$ cat src/rtl/cpu_ctrl_pkg.sv
// Shared encodings and word-assembly constants for the CPU run controller.
package cpu_ctrl_pkg;

   typedef enum logic [1:0] {
      ST_IDLE  = 2'd0,
      ST_LOAD  = 2'd1,
      ST_RUN   = 2'd2,
      ST_DRAIN = 2'd3
   } ctrl_state_e;

   localparam int BYTES_PER_WORD = 4;
   localparam int INSTR_W        = 32;
   localparam int BYTE_IDX_W     = $clog2(BYTES_PER_WORD);

endpackage

$ cat src/rtl/cpu_run_controller_byte_word_assembler.sv
// Packs the little-endian program byte stream into 32-bit instruction words.
// Pulses word_done_o for the cycle after the fourth byte of a word is accepted.
module byte_word_assembler
   import cpu_ctrl_pkg::*;
(
   input  logic               clk,
   input  logic               rst,
   input  logic               clear_i,
   input  logic               accept_i,
   input  logic [7:0]         byte_i,
   output logic               last_byte_o,
   output logic               word_done_o,
   output logic [INSTR_W-1:0] word_o
);

   logic [BYTE_IDX_W-1:0] byte_cnt_q, byte_cnt_d;
   logic [INSTR_W-1:0]    word_q, word_d;
   logic                  word_done_q;

   always_comb begin
      byte_cnt_d  = byte_cnt_q;
      word_d      = word_q;
      last_byte_o = accept_i && (byte_cnt_q == BYTE_IDX_W'(BYTES_PER_WORD - 1));
      if (accept_i) begin
         word_d[8*byte_cnt_q +: 8] = byte_i;
         byte_cnt_d = byte_cnt_q + BYTE_IDX_W'(1);
      end
      // Clearing only drops the partial count; a completing byte still yields its word.
      if (clear_i) begin
         byte_cnt_d = '0;
      end
   end

   always_ff @(posedge clk) begin
      if (rst) begin
         byte_cnt_q  <= '0;
         word_q      <= '0;
         word_done_q <= 1'b0;
      end else begin
         byte_cnt_q  <= byte_cnt_d;
         word_q      <= word_d;
         word_done_q <= last_byte_o;
      end
   end

   assign word_done_o = word_done_q;
   assign word_o      = word_q;

endmodule

$ cat src/rtl/cpu_run_controller.sv
// Run/load/drain sequencer for the pipelined RISC-V core.
// Optional SINGLE_STEP_EN adds cmd_step for one-cycle execution from IDLE.
//
// state    | meaning
// ST_IDLE  | parked, pipeline frozen
// ST_LOAD  | streaming program bytes into instruction memory
// ST_RUN   | executing; first cycle flushes PC and pipeline
// ST_DRAIN | back-end advancing with fetch held, for DRAIN_CYCLES cycles
module cpu_run_controller
   import cpu_ctrl_pkg::*;
#(
   parameter int ADDR_W       = 5,
   parameter int DRAIN_CYCLES = 4
) (
   input  logic               clk,
   input  logic               rst,
   input  logic               cmd_load,
   input  logic               cmd_run,
   input  logic               cmd_stop,
   input  logic [7:0]         in_data,
   input  logic               in_valid,
   output logic               in_ready,
   output logic               imem_we,
   output logic [ADDR_W-1:0]  imem_waddr,
   output logic [INSTR_W-1:0] imem_wdata,
   input  logic               halt_req,
   output logic               cpu_en,
   output logic               fetch_hold,
   output logic               cpu_flush,
   output logic [1:0]         state,
`ifdef SINGLE_STEP_EN
   input  logic               cmd_step,
`endif
   output logic [ADDR_W:0]    words_loaded
);

   localparam int             DRAIN_W   = $clog2(DRAIN_CYCLES + 1);
   localparam logic [ADDR_W:0] WORDS_MAX = (ADDR_W+1)'(2**ADDR_W);

   ctrl_state_e         state_q, state_d;
   logic [DRAIN_W-1:0]  drain_q, drain_d;
   logic [ADDR_W:0]     words_q, words_d;
   logic [ADDR_W-1:0]   waddr_q, waddr_d;
   logic                cpu_en_q, cpu_en_d;
   logic                fetch_hold_q, fetch_hold_d;
   logic                cpu_flush_q, cpu_flush_d;
   logic                clear_word;
   logic                last_byte;
   logic                accept;

   assign in_ready = (state_q == ST_LOAD) && (words_q < WORDS_MAX);
   assign accept   = in_valid && in_ready;

   byte_word_assembler u_asm (
      .clk         (clk),
      .rst         (rst),
      .clear_i     (clear_word),
      .accept_i    (accept),
      .byte_i      (in_data),
      .last_byte_o (last_byte),
      .word_done_o (imem_we),
      .word_o      (imem_wdata)
   );

   always_comb begin
      state_d      = state_q;
      drain_d      = drain_q;
      words_d      = words_q;
      waddr_d      = waddr_q;
      cpu_en_d     = 1'b0;
      fetch_hold_d = 1'b0;
      cpu_flush_d  = 1'b0;
      clear_word   = 1'b0;

      if (last_byte) begin
         words_d = words_q + (ADDR_W+1)'(1);
         waddr_d = words_q[ADDR_W-1:0];
      end

      unique case (state_q)
         ST_IDLE: begin
            if (cmd_load) begin
               state_d    = ST_LOAD;
               words_d    = '0;
               clear_word = 1'b1;
            end else if (cmd_run) begin
               state_d     = ST_RUN;
               cpu_flush_d = 1'b1;
`ifdef SINGLE_STEP_EN
            end else if (cmd_step) begin
               cpu_en_d = 1'b1;
`endif
            end
         end
         ST_LOAD: begin
            if (cmd_load) begin
               words_d    = '0;
               clear_word = 1'b1;
            end else if (cmd_run) begin
               state_d     = ST_RUN;
               cpu_flush_d = 1'b1;
               clear_word  = 1'b1;
            end else if (cmd_stop) begin
               state_d    = ST_IDLE;
               clear_word = 1'b1;
            end
         end
         ST_RUN: begin
            cpu_en_d = 1'b1;
            if (halt_req || cmd_stop) begin
               state_d      = ST_DRAIN;
               drain_d      = DRAIN_W'(DRAIN_CYCLES);
               fetch_hold_d = 1'b1;
            end
         end
         ST_DRAIN: begin
            drain_d = drain_q - DRAIN_W'(1);
            if (drain_q == DRAIN_W'(1)) begin
               state_d = ST_IDLE;
            end else begin
               cpu_en_d     = 1'b1;
               fetch_hold_d = 1'b1;
            end
         end
         default: state_d = ST_IDLE;
      endcase
   end

   always_ff @(posedge clk) begin
      if (rst) begin
         state_q      <= ST_IDLE;
         drain_q      <= '0;
         words_q      <= '0;
         waddr_q      <= '0;
         cpu_en_q     <= 1'b0;
         fetch_hold_q <= 1'b0;
         cpu_flush_q  <= 1'b0;
      end else begin
         state_q      <= state_d;
         drain_q      <= drain_d;
         words_q      <= words_d;
         waddr_q      <= waddr_d;
         cpu_en_q     <= cpu_en_d;
         fetch_hold_q <= fetch_hold_d;
         cpu_flush_q  <= cpu_flush_d;
      end
   end

   assign state        = state_q;
   assign words_loaded = words_q;
   assign imem_waddr   = waddr_q;
   assign cpu_en       = cpu_en_q;
   assign fetch_hold   = fetch_hold_q;
   assign cpu_flush    = cpu_flush_q;

endmodule

$ cat config.mk
export PLATFORM = sky130hd
export DESIGN_NAME = cpu_run_controller
export DESIGN_NICKNAME = d
export VERILOG_FILES = /design/src/rtl/cpu_ctrl_pkg.sv /design/src/rtl/cpu_run_controller_byte_word_assembler.sv /design/src/rtl/cpu_run_controller.sv
export SDC_FILE = /design/constraint.sdc
export NUM_CORES = 1
export LEC_CHECK = 0
export CORE_ASPECT_RATIO = 1.2
export CORE_MARGIN = 3
export CORE_UTILIZATION = 50
export CTS_CLUSTER_DIAMETER = 200
export DETAILED_ROUTE_END_ITERATION = 10
export PLACE_DENSITY_LB_ADDON = 0.3
export SETUP_SLACK_MARGIN = 0.02
export SLEW_MARGIN = 25
export SYNTH_ARGS = -nofsm -noshare
export SYNTH_HDL_FRONTEND = slang
export SYNTH_HIERARCHICAL = 1
export SYNTH_SLANG_ARGS = --single-unit
$ cat constraint.sdc
create_clock -name clk -period 5.86 [get_ports clk]
set_clock_uncertainty 0.15 [all_clocks]
set_input_delay 1.172 -clock clk [delete_from_list [all_inputs] [get_ports clk]]
set_output_delay 1.172 -clock clk [all_outputs]
set_load 0.01 [all_outputs]
==> summary.md, run 1 <==
| Metric | Value |
|---|---|
| Status | complete, no violations |
| Crit-path max FO | 10 |
| Clock Latency Late Sink | between 0.3 and 0.4 ns |
| Via count of the routed design | between 1500 and 2000 |
| DRT antenna net count | 0 |
| DRC | 0 |
| Highest clock rate | between 0.3 and 0.4 GHz |
| Diode count | 0 |
| Final Max Slew Viols | 0 |
| First-pass GRT wire length | roughly 7800 µm |
| CTS Buffer Depth | 2 |
| GRT overflow | 0 |
| Core Region | between 0.004 and 0.005 mm² |
| Register area | 0.00108 mm² |
| DRT Wirelength | about 4600 µm |
| Period utilization | 54.2% |
| Vias/cell | roughly 5.5 |
| Startpoint types | primary input |
| Post-synth net total | ~220 |
| Initial Util | a little over half |
| Final Hold Viols | 0 |
| Min-Delay Path Class | reg2reg |
| Fill cell count | 294 |
| PD cells | about 230 mW/mm² |
| Setup_tns | 0 ns |
| Gate Count Post-Synth | 200 |
| IO buf count | 64 |
| Setup Crit Path Kind | in2reg |
| P_leak | between 0.001 and 0.0015 µW |
| DR iter-0 viols | 76 |
| Post-synth EDFFs | 0 |
| Clock period minus worst slack | about 3.2 ns |
| Synth unique cells | 40 |
| Antenna violations before repair | 0 |
| Critical path cell sequence | clkdlybuf4s50_1, and2_1, nand2_2, inv_1, nand4_4, or3_1, a21oi_2 |
| WP data required | 5.96 ns |
| Clk slew on worst S/H paths | roughly 0.10 ns |
| Root buffer cell | clkbuf_8 |
| Total GRT Usage | between 10% and 20% |
| Worst vdd ir | ~0.18 mV |
| Worst path slowest cell | clkdlybuf4s50_1 |
| Hold buffer count at cts | 0 |
| Die Ht | a little under 80 µm |
| CTS tree | done |
| Highest cell delay on the worst timing path | approximately 0.44 ns |
| #FFs+latches synth | 54 |
| Worst rel slew slack | a little over half |
| Syn. warnings | 6 |
| Setup Viol. Count Final | 0 |
| CTS resizes | 0 |
| Nets | about 280 |
| RSZ-0062 raised after global routing | false |
| Site row count | 25 |
| H-tree depth | 2 |
| CP endpoint kind | flip-flop |
| Max_cap viols | 0 |
| Number of global-route vias before repair | around 1700 |
| CP arrival | between 3 and 4 ns |
| Drt pass-1 iters | 4 |
| Worst slew pin tran | roughly 0.7 ns |
| Post-CTS Setup Repair Bufs | 0 |
| Wire per inst | around 15 µm |
| Total CTS buffers | 5 |
| CTS sink cnt | 54 |
| Multi-input gate area | 916 µm² |
| Ys async rst share | 0% |
| Hold Slack | 0.309 ns |
| Die ar. | slightly above 0.005 mm² |
| Dominant synthesized flop cell | dfxtp_1 |
| Synth Area per Inst | 10.7 µm² |
| Mapped cell area | about 0.0021 mm² |
| Layout cells sized above 1 | 6.87% |
| Die width | approximately 66 µm |
| Hpwl dp | approximately 3400 µm |
| Sequential cell area fraction in the yosys report | approximately half |
| IO Pins | 65 |
| Pin count of the biggest net entering global routing | 23 |
| GPL Wtd Cong | between 0.7 and 0.8 |
| Area delta synth->final | 33.2% |
critical path: cells and delay by family:
kind,cells,cell delay [ns]
buf+inv,2,0.86
simple gates,4,1.10
compound gates,1,0.13
layout make-up:
class / count / area share, %
Clock buffer: 5 / 2.42
Tap cell: 54 / 2.38
Timing Repair Buffer: 65 / 22.8
Clock inverter: 3 / 0.881
Inverter: 9 / 1.19
Multi-Input combinational cell: 126 / 32.2
Sequential cell: 54 / 38.1
cells in the final DEF, fill, tap and decap left out, types with 2 or more instances in the layout:
cell type / n
xor2_1: 3
a221oi_1: 2
nor2_1: 30
nor3_1: 3
nand3b_1: 2
a32oi_1: 14
a22oi_1: 2
xnor2_1: 2
clkdlybuf4s50_1: 64
nand3_1: 3
o21ai_0: 3
nand2_1: 6
dfxtp_1: 54
ha_1: 8
inv_1: 9
a22o_1: 16
mux2i_1: 7
clkbuf_8: 5
a21oi_1: 5
registers in the layout (all words and copies together), names as in the netlist:
name and flops:
imem_waddr 5, state 2, cpu_flush 1, cpu_en 1, u_asm/word_o 32, u_asm/byte_cnt_q 2
words_loaded 6, u_asm/word_done_o 1, fetch_hold 1, drain_q 3
kinds of logic (layout without fill, tap and decap cells):
| family | Yosys count | count (layout) | share of synthesized area [%] |
|---|---|---|---|
| AO/OA/AOI/OAI | 46 | 46 | 17.4 |
| XOR/XNOR | 5 | 5 | 2.05 |
| adder cells (fa/ha/maj) | 8 | 8 | 4.70 |
| buffers and inverters | 20 | 82 | 6.34 |
| flip-flops | 54 | 54 | 50.7 |
| multiplexers | 7 | 7 | 3.29 |
| AND/OR/NAND/NOR | 60 | 60 | 15.6 |
path summary, 6_finish.rpt:
| path | start | endpoint | slack [ns] | depth (start not counted) |
|---|---|---|---|---|
| setup / recovery | in_valid | words_loaded[5] | 2.68 | 7 |
| hold / removal | drain_q[1] | drain_q[1] | 0.31 | 2 |
| setup reg to reg | state[0] | words_loaded[5] | 3.14 | 7 |
| hold reg to reg | drain_q[1] | drain_q[1] | 0.31 | 2 |
cell usage after synthesis (3+ instances only):
cell      n  share of area, %
a21oi_1   5               1.2
a22o_1   16               6.6
a32oi_1  14               5.8
buf_2     4              0.94
buf_6     6               3.2
dfxtp_1  54                51
ha_1      8               4.7
inv_1     9               1.6
mux2i_1   7               3.3
nand2_1   6               1.1
nand3_1   3              0.70
nor2_1   30               5.3
nor3_1    3              0.70
o21ai_0   3              0.70
xor2_1    3               1.2
power breakdown:
part	switching, µW	total [µW]	internal [µW]	leakage (µW)
Sequential	6.72	380	373	0.000436
Clock	126	212	86.4	0.0000447
Combinational	25.2	52.0	26.9	0.000574
Total	157	644	486	0.00105
per-stage QoR:
| stage | cells | power (µW) | util (%) | setup slack, ns | cell area, µm² |
|---|---|---|---|---|---|
| floorplan | 200 | 414 | - | 3.32 | 2130 |
| finish | 316 | 644 | 70.4 | 2.68 | 2840 |
| global placement | 308 | 440 | 68.1 | 2.45 | 2750 |
| global route | 316 | 671 | 70.4 | 2.57 | 2840 |
| detailed placement | 308 | 440 | 68.1 | 2.38 | 2750 |
| CTS | 316 | 647 | 70.4 | 2.71 | 2840 |
per-layer routing:
layer	vias to the layer above	routed length [µm]	global-route usage [%]
met4	0	74	5.81
met2	63	2190	32.1
met5	-	0	0
met3	7	265	6.08
li1	847	-	-
met1	815	2070	23.9
Power figures use the tool's default switching activity.
==> run 2, diff against run 1 <==
--- a/config.mk
+++ b/config.mk
@@ -7,7 +7,7 @@
 export LEC_CHECK = 0
 export CORE_ASPECT_RATIO = 1.2
 export CORE_MARGIN = 3
-export CORE_UTILIZATION = 50
+export CORE_UTILIZATION = 42
 export CTS_CLUSTER_DIAMETER = 200
 export DETAILED_ROUTE_END_ITERATION = 10
 export PLACE_DENSITY_LB_ADDON = 0.3
==> constraint.sdc (replaced) <==
create_clock -name clk -period 2.85 [get_ports clk]
set_clock_uncertainty 0.15 [all_clocks]
set_input_delay 0.57 -clock clk [delete_from_list [all_inputs] [get_ports clk]]
set_output_delay 0.57 -clock clk [all_outputs]
set_load 0.01 [all_outputs]
==> run 2 against run 1 <==
  * Flip-flop and latch count stayed put
  * Via count is 0.40% lower
  * Combinational power is 110% higher
  * Critical endpoint is now in_ready
==> summary.md, run 2 (synthesis results as in run 1) <==
| Metric | Value |
|---|---|
| WP data required | around 2.1 ns |
| Worst rel slew slack | just under 60% |
| Hold Slack | 0.318 ns |
| H-tree depth | 2 |
| Crit-path max FO | 10 |
| Worst Slack Setup Final | about 0.44 ns |
| First-pass GRT wire length | between 7000 and 8000 µm |
| Diode count | 0 |
| CTS resizes | 0 |
| Commonest cells after routing, fill and taps aside | 64 x clkdlybuf4s50_1, 54 x dfxtp_1, 30 x nor2_1 |
| Setup_tns | 0 ns |
| CTS sink cnt | 54 |
| Pin count of the biggest net entering global routing | 19 |
| Startpoint types | flip-flop |
| Core Region | approximately 0.0047 mm² |
| RSZ-0062 raised after global routing | false |
| Worst slew pin tran | 0.626 ns |
| Highest cell delay on the worst timing path | 0.58 ns |
| GRT overflow | 0 |
| Final Util | 61.1% |
| Layout cells sized above 1 | 7.92% |
| Post-CTS Setup Repair Bufs | 0 |
| Total CTS buffers | 5 |
| Setup Crit Path Kind | reg2out |
| Wire per inst | ~15 µm |
| Clock Latency Late Sink | a little over 0.3 ns |
| Nets | approximately 290 |
| Total GRT Usage | about 16% |
| Status | complete, no violations |
| Number of global-route vias before repair | roughly 1700 |
| CP arrival | about 1.7 ns |
| Buf/Inv on CP | 1 |
| Root buffer cell | clkbuf_8 |
| Pre-CTS WS | about 0.39 ns |
| Max reg flops | 32 |
| DRC | 0 |
| CP top delay family | buffers and inverters |
| IO buf count | 64 |
| DRT Wirelength | between 4000 and 5000 µm |
| Clock period minus worst slack | 2.41 ns |
| DRT antenna net count | 0 |
| P_leak | around 0.0011 µW |
| Antenna violations before repair | 0 |
| Via count of the routed design | around 1700 |
| Max_cap viols | 0 |
| Drt pass-1 iters | 4 |
| Die Ht | 84.1 µm |
| Final Max Slew Viols | 0 |
| CTS Buffer Depth | 2 |
| Die ar. | between 0.005 and 0.006 mm² |
| Setup Viol. Count Final | 0 |
| Clk slew on worst S/H paths | 0.10 ns |
| Period utilization | a little over four fifths |
| CP endpoint kind | output port |
| Vias/cell | about 5.3 |
| Worst path slowest cell | clkdlybuf4s50_1 |
| IO Pins | 65 |
| Area delta synth->final | 35.6% |
| Commonest non-fill, non-tap cell in the layout | clkdlybuf4s50_1 |
| Initial Util | between 40% and 50% |
| Final Hold Viols | 0 |
| Hpwl dp | roughly 3600 µm |
| Highest clock rate | 0.415 GHz |
| Site row count | 27 |
| CTS tree | done |
| Die width | 71.0 µm |
| Hold buffer count at cts | 0 |
| Total power | about 1400 µW |
| Min-Delay Path Class | reg2reg |
| GPL Wtd Cong | ~0.79 |
| Critical path cell sequence | nor3b_1, clkdlybuf4s50_1 |
| Worst vdd ir | 0.342 mV |
| DR iter-0 viols | 71 |
| PD cells | between 400 and 500 mW/mm² |
-- run 2: cell count changes in the layout (fill, tap and decap cells not counted), sizes merged --
| cell | delta |
|---|---|
| bufinv | +1 |
| clkinv | -1 |
| buf | +3 |
-- run 2: metrics by stage --
| stage | cells | instance area (µm²) |
|---|---|---|
| floorplan | 200 | 2130 |
| global placement | 315 | 2770 |
| detailed placement | 315 | 2770 |
| CTS | 323 | 2890 |
| global route | 323 | 2890 |
| finish | 323 | 2890 |
-- run 2: worst paths after layout --
path	slack [ns]	from	end	cells past startpoint
worst min-delay path	0.32	drain_q[1]	drain_q[1]	2
worst max register to register	0.58	state[0]	words_loaded[5]	7
worst max-delay path	0.44	state[0]	in_ready	2
worst min register to register	0.32	drain_q[1]	drain_q[1]	2
-- run 2: worst min-delay path, stage by stage, from the launching register on --
cell	delay, ns
dfxtp_1	0.32
nand2_1	0.05
a21oi_1	0.06
-- run 2: power by group --
group	total, µW	leakage [µW]	internal [µW]	switching, µW
Combinational	110	0.000589	57.2	52.4
Sequential	781	0.000436	767	14.3
Clock	529	0.0000563	268	261
-- run 2: area by class of cell --
cell class,count,area [µm²]
Timing Repair Buffer,68,671
Tap cell,58,72.6
Inverter,9,33.8
Sequential cell,54,1080
Fill cell,432,1840
Clock inverter,3,48.8
Clock buffer,5,68.8
Multi-Input combinational cell,126,916
-- run 2: per-layer routing --
layer | part of all wire, % | GRT usage (%) | up-vias
li1 | - | - | 852
met1 | 45 | 20.3 | 807
met2 | 47 | 26.8 | 58
met3 | 5.5 | 4.94 | 8
met4 | 1.7 | 6.32 | 0
met5 | 0 | 0 | -
==> RTL change 1: new RTL, settings of run 1 <==
Add a define of `SINGLE_STEP_EN`.
--- a/src/rtl/cpu_run_controller.sv
+++ b/src/rtl/cpu_run_controller.sv
@@ -6,6 +6,8 @@
 // ST_LOAD  | streaming program bytes into instruction memory
 // ST_RUN   | executing; first cycle flushes PC and pipeline
 // ST_DRAIN | back-end advancing with fetch held, for DRAIN_CYCLES cycles
+`define SINGLE_STEP_EN
+
 module cpu_run_controller
    import cpu_ctrl_pkg::*;
 #(
Interface: changed (added cmd_step); port bits go from 65 to 66. The function was not compared with the original's and may differ.
==> RTL change 1 against run 1 <==
Synthesized area is 0.76% higher; design area grew 0.70%; clock power decreased by 5%; sequential cell count is the same; die area increased by 0.70%; first-iteration DRC count increased by 24%; wire length rose by 5.8%; worst setup slack gained 8.6 ps; total power decreased by 1.2%.
==> RTL change 1: results (changes against run 1) <==
pin count of the biggest net entering global routing 38 (+65%); Worst Path Arrival 3250 ps (-20 ps); Max VDD drop 0.000163 V (-9.5%); Worst path slowest cell clkdlybuf4s50_1; CTS Buffer Depth 2 (unchanged); Inserted Clock Buffers 5 (unchanged); Unique masters post-synth 40 (unchanged); number of flip-flops in the largest register 32 (unchanged); 1st-iter DRT viols 94 (+24%); GRT Total Usage 0.196 (+0.00229); layout cell share with drive strength beyond 1 0.0524 (-0.0163); PortBufs 65 (+1.6%); Slew @ Worst Pin 723 ps (+12.2 ps); CTS resizes 0 (unchanged); postcts setup bufs 0 (unchanged); vias in the first global route 1683 (+1.9%); Synth warnings 6 (unchanged); Nets 290 (+2.1%); DRT Pass-1 Iters 4 (unchanged); hold path cells 2 (unchanged); CTS Root Cell clkbuf_8; worst r2r dst words_loaded[5]$_SDFF_PP0_; sequential area share after synthesis 0.503 (-0.00384); later-pin clock latency in the skew report 300 ps; Hold Crit Endpoint drain_q[1]$_SDFFE_PP0P_; synthesized net count 228 (+2.2%); EDFF count, synth 0 (unchanged); ANT cells 0 (unchanged); fillcell total 308 (+4.8%); post-synth top area share 0.503 (-0.00384); vias per cell 5.44 (-0.76%); Synth top cells by count dfxtp_1, nor2_1, a22o_1, a32oi_1; synth top area cells dfxtp_1, a22o_1, a32oi_1; Final TNS setup 0 ps (unchanged); status finished clean; initial antenna violation count 0 (unchanged); first-pass GRT wire length 7910 um (+1.4%); HPWL after DPL 3500 um (+4.3%); reg-to-reg startpoint state[0]$_SDFFE_PP0P_; H-tree Lvls 2 (unchanged); Final Wtd Congestion 0.735 (-4.1%); GRT overflow 0 (unchanged); R2R depth 7 (unchanged); Crit path max-delay family simple AND/OR/NAND/NOR gates; critical path peak fanout 10 (unchanged); Routed WL 4860 um (+5.8%); HP Start drain_q[1]$_SDFFE_PP0P_; CP peak stage delay 440 ps (about the same); hold crit path type reg -> reg; setup slack, reg-to-reg 3090 ps (-50 ps); LEAKAGE 1.05 nW (-0.69%)
## RTL change 1: power breakdown
group          internal (W)  switching (W)  leakage (nW)  total [W]
logic             0.0000281      0.0000266         0.566  0.0000547
registers          0.000373     0.00000719         0.436   0.000380
clock network     0.0000846       0.000117        0.0452   0.000202
## RTL change 1: layout make-up
| type | instances | area (um2) | share of cell area |
|---|---|---|---|
| sequential | 54 | 1080 | 0.378 |
| multi-input combinational | 131 | 937 | 0.328 |
| timing repair buffer | 66 | 658 | 0.230 |
| clock buffer | 6 | 72.6 | 0.0254 |
| tap | 54 | 67.6 | 0.0236 |
| inverter | 8 | 30.0 | 0.0105 |
| clock inverter | 2 | 13.8 | 0.00481 |
## RTL change 1: how the worst max path moves through the flow
stage	start	endpoint	slack (ps)
floorplan	in_valid	words_loaded[5]$_SDFF_PP0_	3330
global placement	in_valid	words_loaded[5]$_SDFF_PP0_	2450
detailed placement	in_valid	words_loaded[5]$_SDFF_PP0_	2390
CTS	in_valid	words_loaded[5]$_SDFF_PP0_	2700
global route	in_valid	words_loaded[5]$_SDFF_PP0_	2560
finish	in_valid	words_loaded[5]$_SDFF_PP0_	2690
## RTL change 1: per-layer routing
layer | global-route usage | share of wire | wire [um] | vias to the layer above
met5 | 0 | 0 | 0 | -
met4 | 0.0643 | 0.015 | 72 | 0
met2 | 0.341 | 0.50 | 2440 | 57
met1 | 0.230 | 0.43 | 2070 | 820
li1 | - | - | - | 862
met3 | 0.0507 | 0.058 | 281 | 7
## RTL change 1: kinds of logic (layout without fill, tap and decap cells)
| group | count (synthesis) | in the layout | share of synthesized area |
|---|---|---|---|
| adders and majority gates | 8 | 8 | 0.0466 |
| buffers and inverters | 19 | 82 | 0.0606 |
| AOI/OAI and AO/OA | 51 | 51 | 0.183 |
| DFF | 54 | 54 | 0.503 |
| and+or+nand+nor | 60 | 60 | 0.153 |
| muxes | 7 | 7 | 0.0326 |
| xor gates and xnor gates | 5 | 5 | 0.0204 |
## RTL change 1: worst min-delay path, cell delays in order (launching register included)
cell     delay (ps)
dfxtp_1         320
nand2_1          50
a21oi_1          50
## RTL change 1: stage by stage
step | util | setup slack [ps] | std cells | area (um2) | hold WS, ps
4_1_cts | 0.709 | 2700 | 321 | 2860 | 308
2_1_floorplan | - | 3330 | 204 | 2150 | 282
5_1_grt | 0.709 | 2560 | 321 | 2860 | 326
3_3_place_gp | 0.687 | 2450 | 313 | 2770 | 288
6_report | 0.709 | 2690 | 321 | 2860 | 306
3_5_place_dp | 0.687 | 2390 | 313 | 2770 | 295
==> RTL change 2: new RTL, config.mk and constraints of run 1 <==
Made on the original files. Take the reset off `words_q` and `waddr_q` and load them in a clocked block of their own.
--- a/src/rtl/cpu_run_controller.sv
+++ b/src/rtl/cpu_run_controller.sv
@@ -130,20 +130,21 @@
       if (rst) begin
          state_q      <= ST_IDLE;
          drain_q      <= '0;
-         words_q      <= '0;
-         waddr_q      <= '0;
          cpu_en_q     <= 1'b0;
          fetch_hold_q <= 1'b0;
          cpu_flush_q  <= 1'b0;
       end else begin
          state_q      <= state_d;
          drain_q      <= drain_d;
-         words_q      <= words_d;
-         waddr_q      <= waddr_d;
          cpu_en_q     <= cpu_en_d;
          fetch_hold_q <= fetch_hold_d;
          cpu_flush_q  <= cpu_flush_d;
       end
+   end
+
+   always_ff @(posedge clk) begin
+      words_q <= words_d;
+      waddr_q <= waddr_d;
    end
 
    assign state        = state_q;
Function: changed (Yosys sat finds a counterexample within 10 cycles, from zero or initial values and one cycle with rst high; the reset may be asserted at any time).
==> RTL change 2 against run 1 <==
Wire length rose by 1.5%; sequential cell count stayed put; synthesized cell count shrank 3.0%; hold slack gained 21 ps; die area grew 0.54%; worst setup slack got worse by 69 ps; combinational power up 52%; total power grew 18%; cell count is 1.9% lower; global-route usage about the same; design area grew 1.9%; synthesized area increased by 0.59%; largest cell class unchanged.
==> RTL change 2: results (changes against run 1) <==
status finished clean; GRT Total Usage 0.194 (about the same); post-synthesis xor/xnor area fraction 0.0204 (-0.000120); post-synthesis compound-gate area fraction 0.204 (+0.0299); via count 1703 (-1.7%); sequential area share after synthesis 0.527 (+0.0204); DR WL/cell 15.0 um (+3.5%); layout cell share with drive strength beyond 1 0.0625 (-0.00620); GR met2 Demand/Resource 0.316 (-0.00523); met1 Use GR 0.248 (+0.00892); Max VDD drop 0.000139 V (-23%); fillcell total 276 (-6.1%); met3 WL 303 um (+14%); Placed Cells 302 (-1.9%); Unique masters post-synth 46 (+15%); 1st-iter DRT viols 111 (+46%); worst r2r dst words_loaded[5]$_DFF_P_; routed wl met2 2200 um (+0.78%); pin count of the biggest net entering global routing 31 (+35%); proportion of synthesized area in mux cells 0.00933 (-0.0235); Met1 Wirelength 2100 um (+1.6%); HPWL after DPL 3360 um (about the same); Final Wtd Congestion 0.760 (-0.84%); LEAKAGE 1.06 nW (+0.65%); pre-CTS WS 2290 ps (-85.3 ps); first-pass GRT wire length 7820 um (+0.26%); fin crit period 3250 ps (+69.0 ps); vias per cell 5.49 (+0.23%); EDFF count, synth 5 (+5); Nets 278 (-2.1%); synthesized net count 217 (-2.7%); setup slack, reg-to-reg 2860 ps (-280 ps); dpl cell area 0.00276 mm2 (+0.59%); HP Start u_asm/word_o[7]$_SDFFE_PP0P_; Synth top cells by count dfxtp_1, nor2_1, a22o_1, a32oi_1, ha_1; DRT Pass-1 Iters 5 (+1)
==> RTL change 2: through the flow <==
stage               total power (W)  utilization  hold WS [ps]
global placement           0.000478        0.685           306
detailed placement         0.000480        0.685           311
floorplan                  0.000445            -           293
global route               0.000794        0.718           349
CTS                        0.000767        0.719           333
finish                     0.000762        0.718           330
==> RTL change 2: power by group <==
group	leakage [nW]	internal (W)	total (W)	switching (W)
clock	0.0683	0.000171	0.000289	0.000118
combinational	0.553	0.0000404	0.0000788	0.0000384
sequential	0.440	0.000381	0.000394	0.0000131
total	1.06	0.000592	0.000762	0.000170
==> RTL change 2: final cells by class <==
cell class,instances,area share
sequential,54,0.391
multi-input combinational,123,0.310
timing repair buffer,64,0.220
clock buffer,5,0.0238
clock inverter,3,0.0238
tap,54,0.0233
inverter,7,0.00908
==> RTL change 2: worst max-delay path: stages <==
cell,delay [ps]
clkdlybuf4s50_1,450
and2_1,340
nand2_2,230
inv_1,360
nand4_1,230
or3_1,390
a21oi_1,150
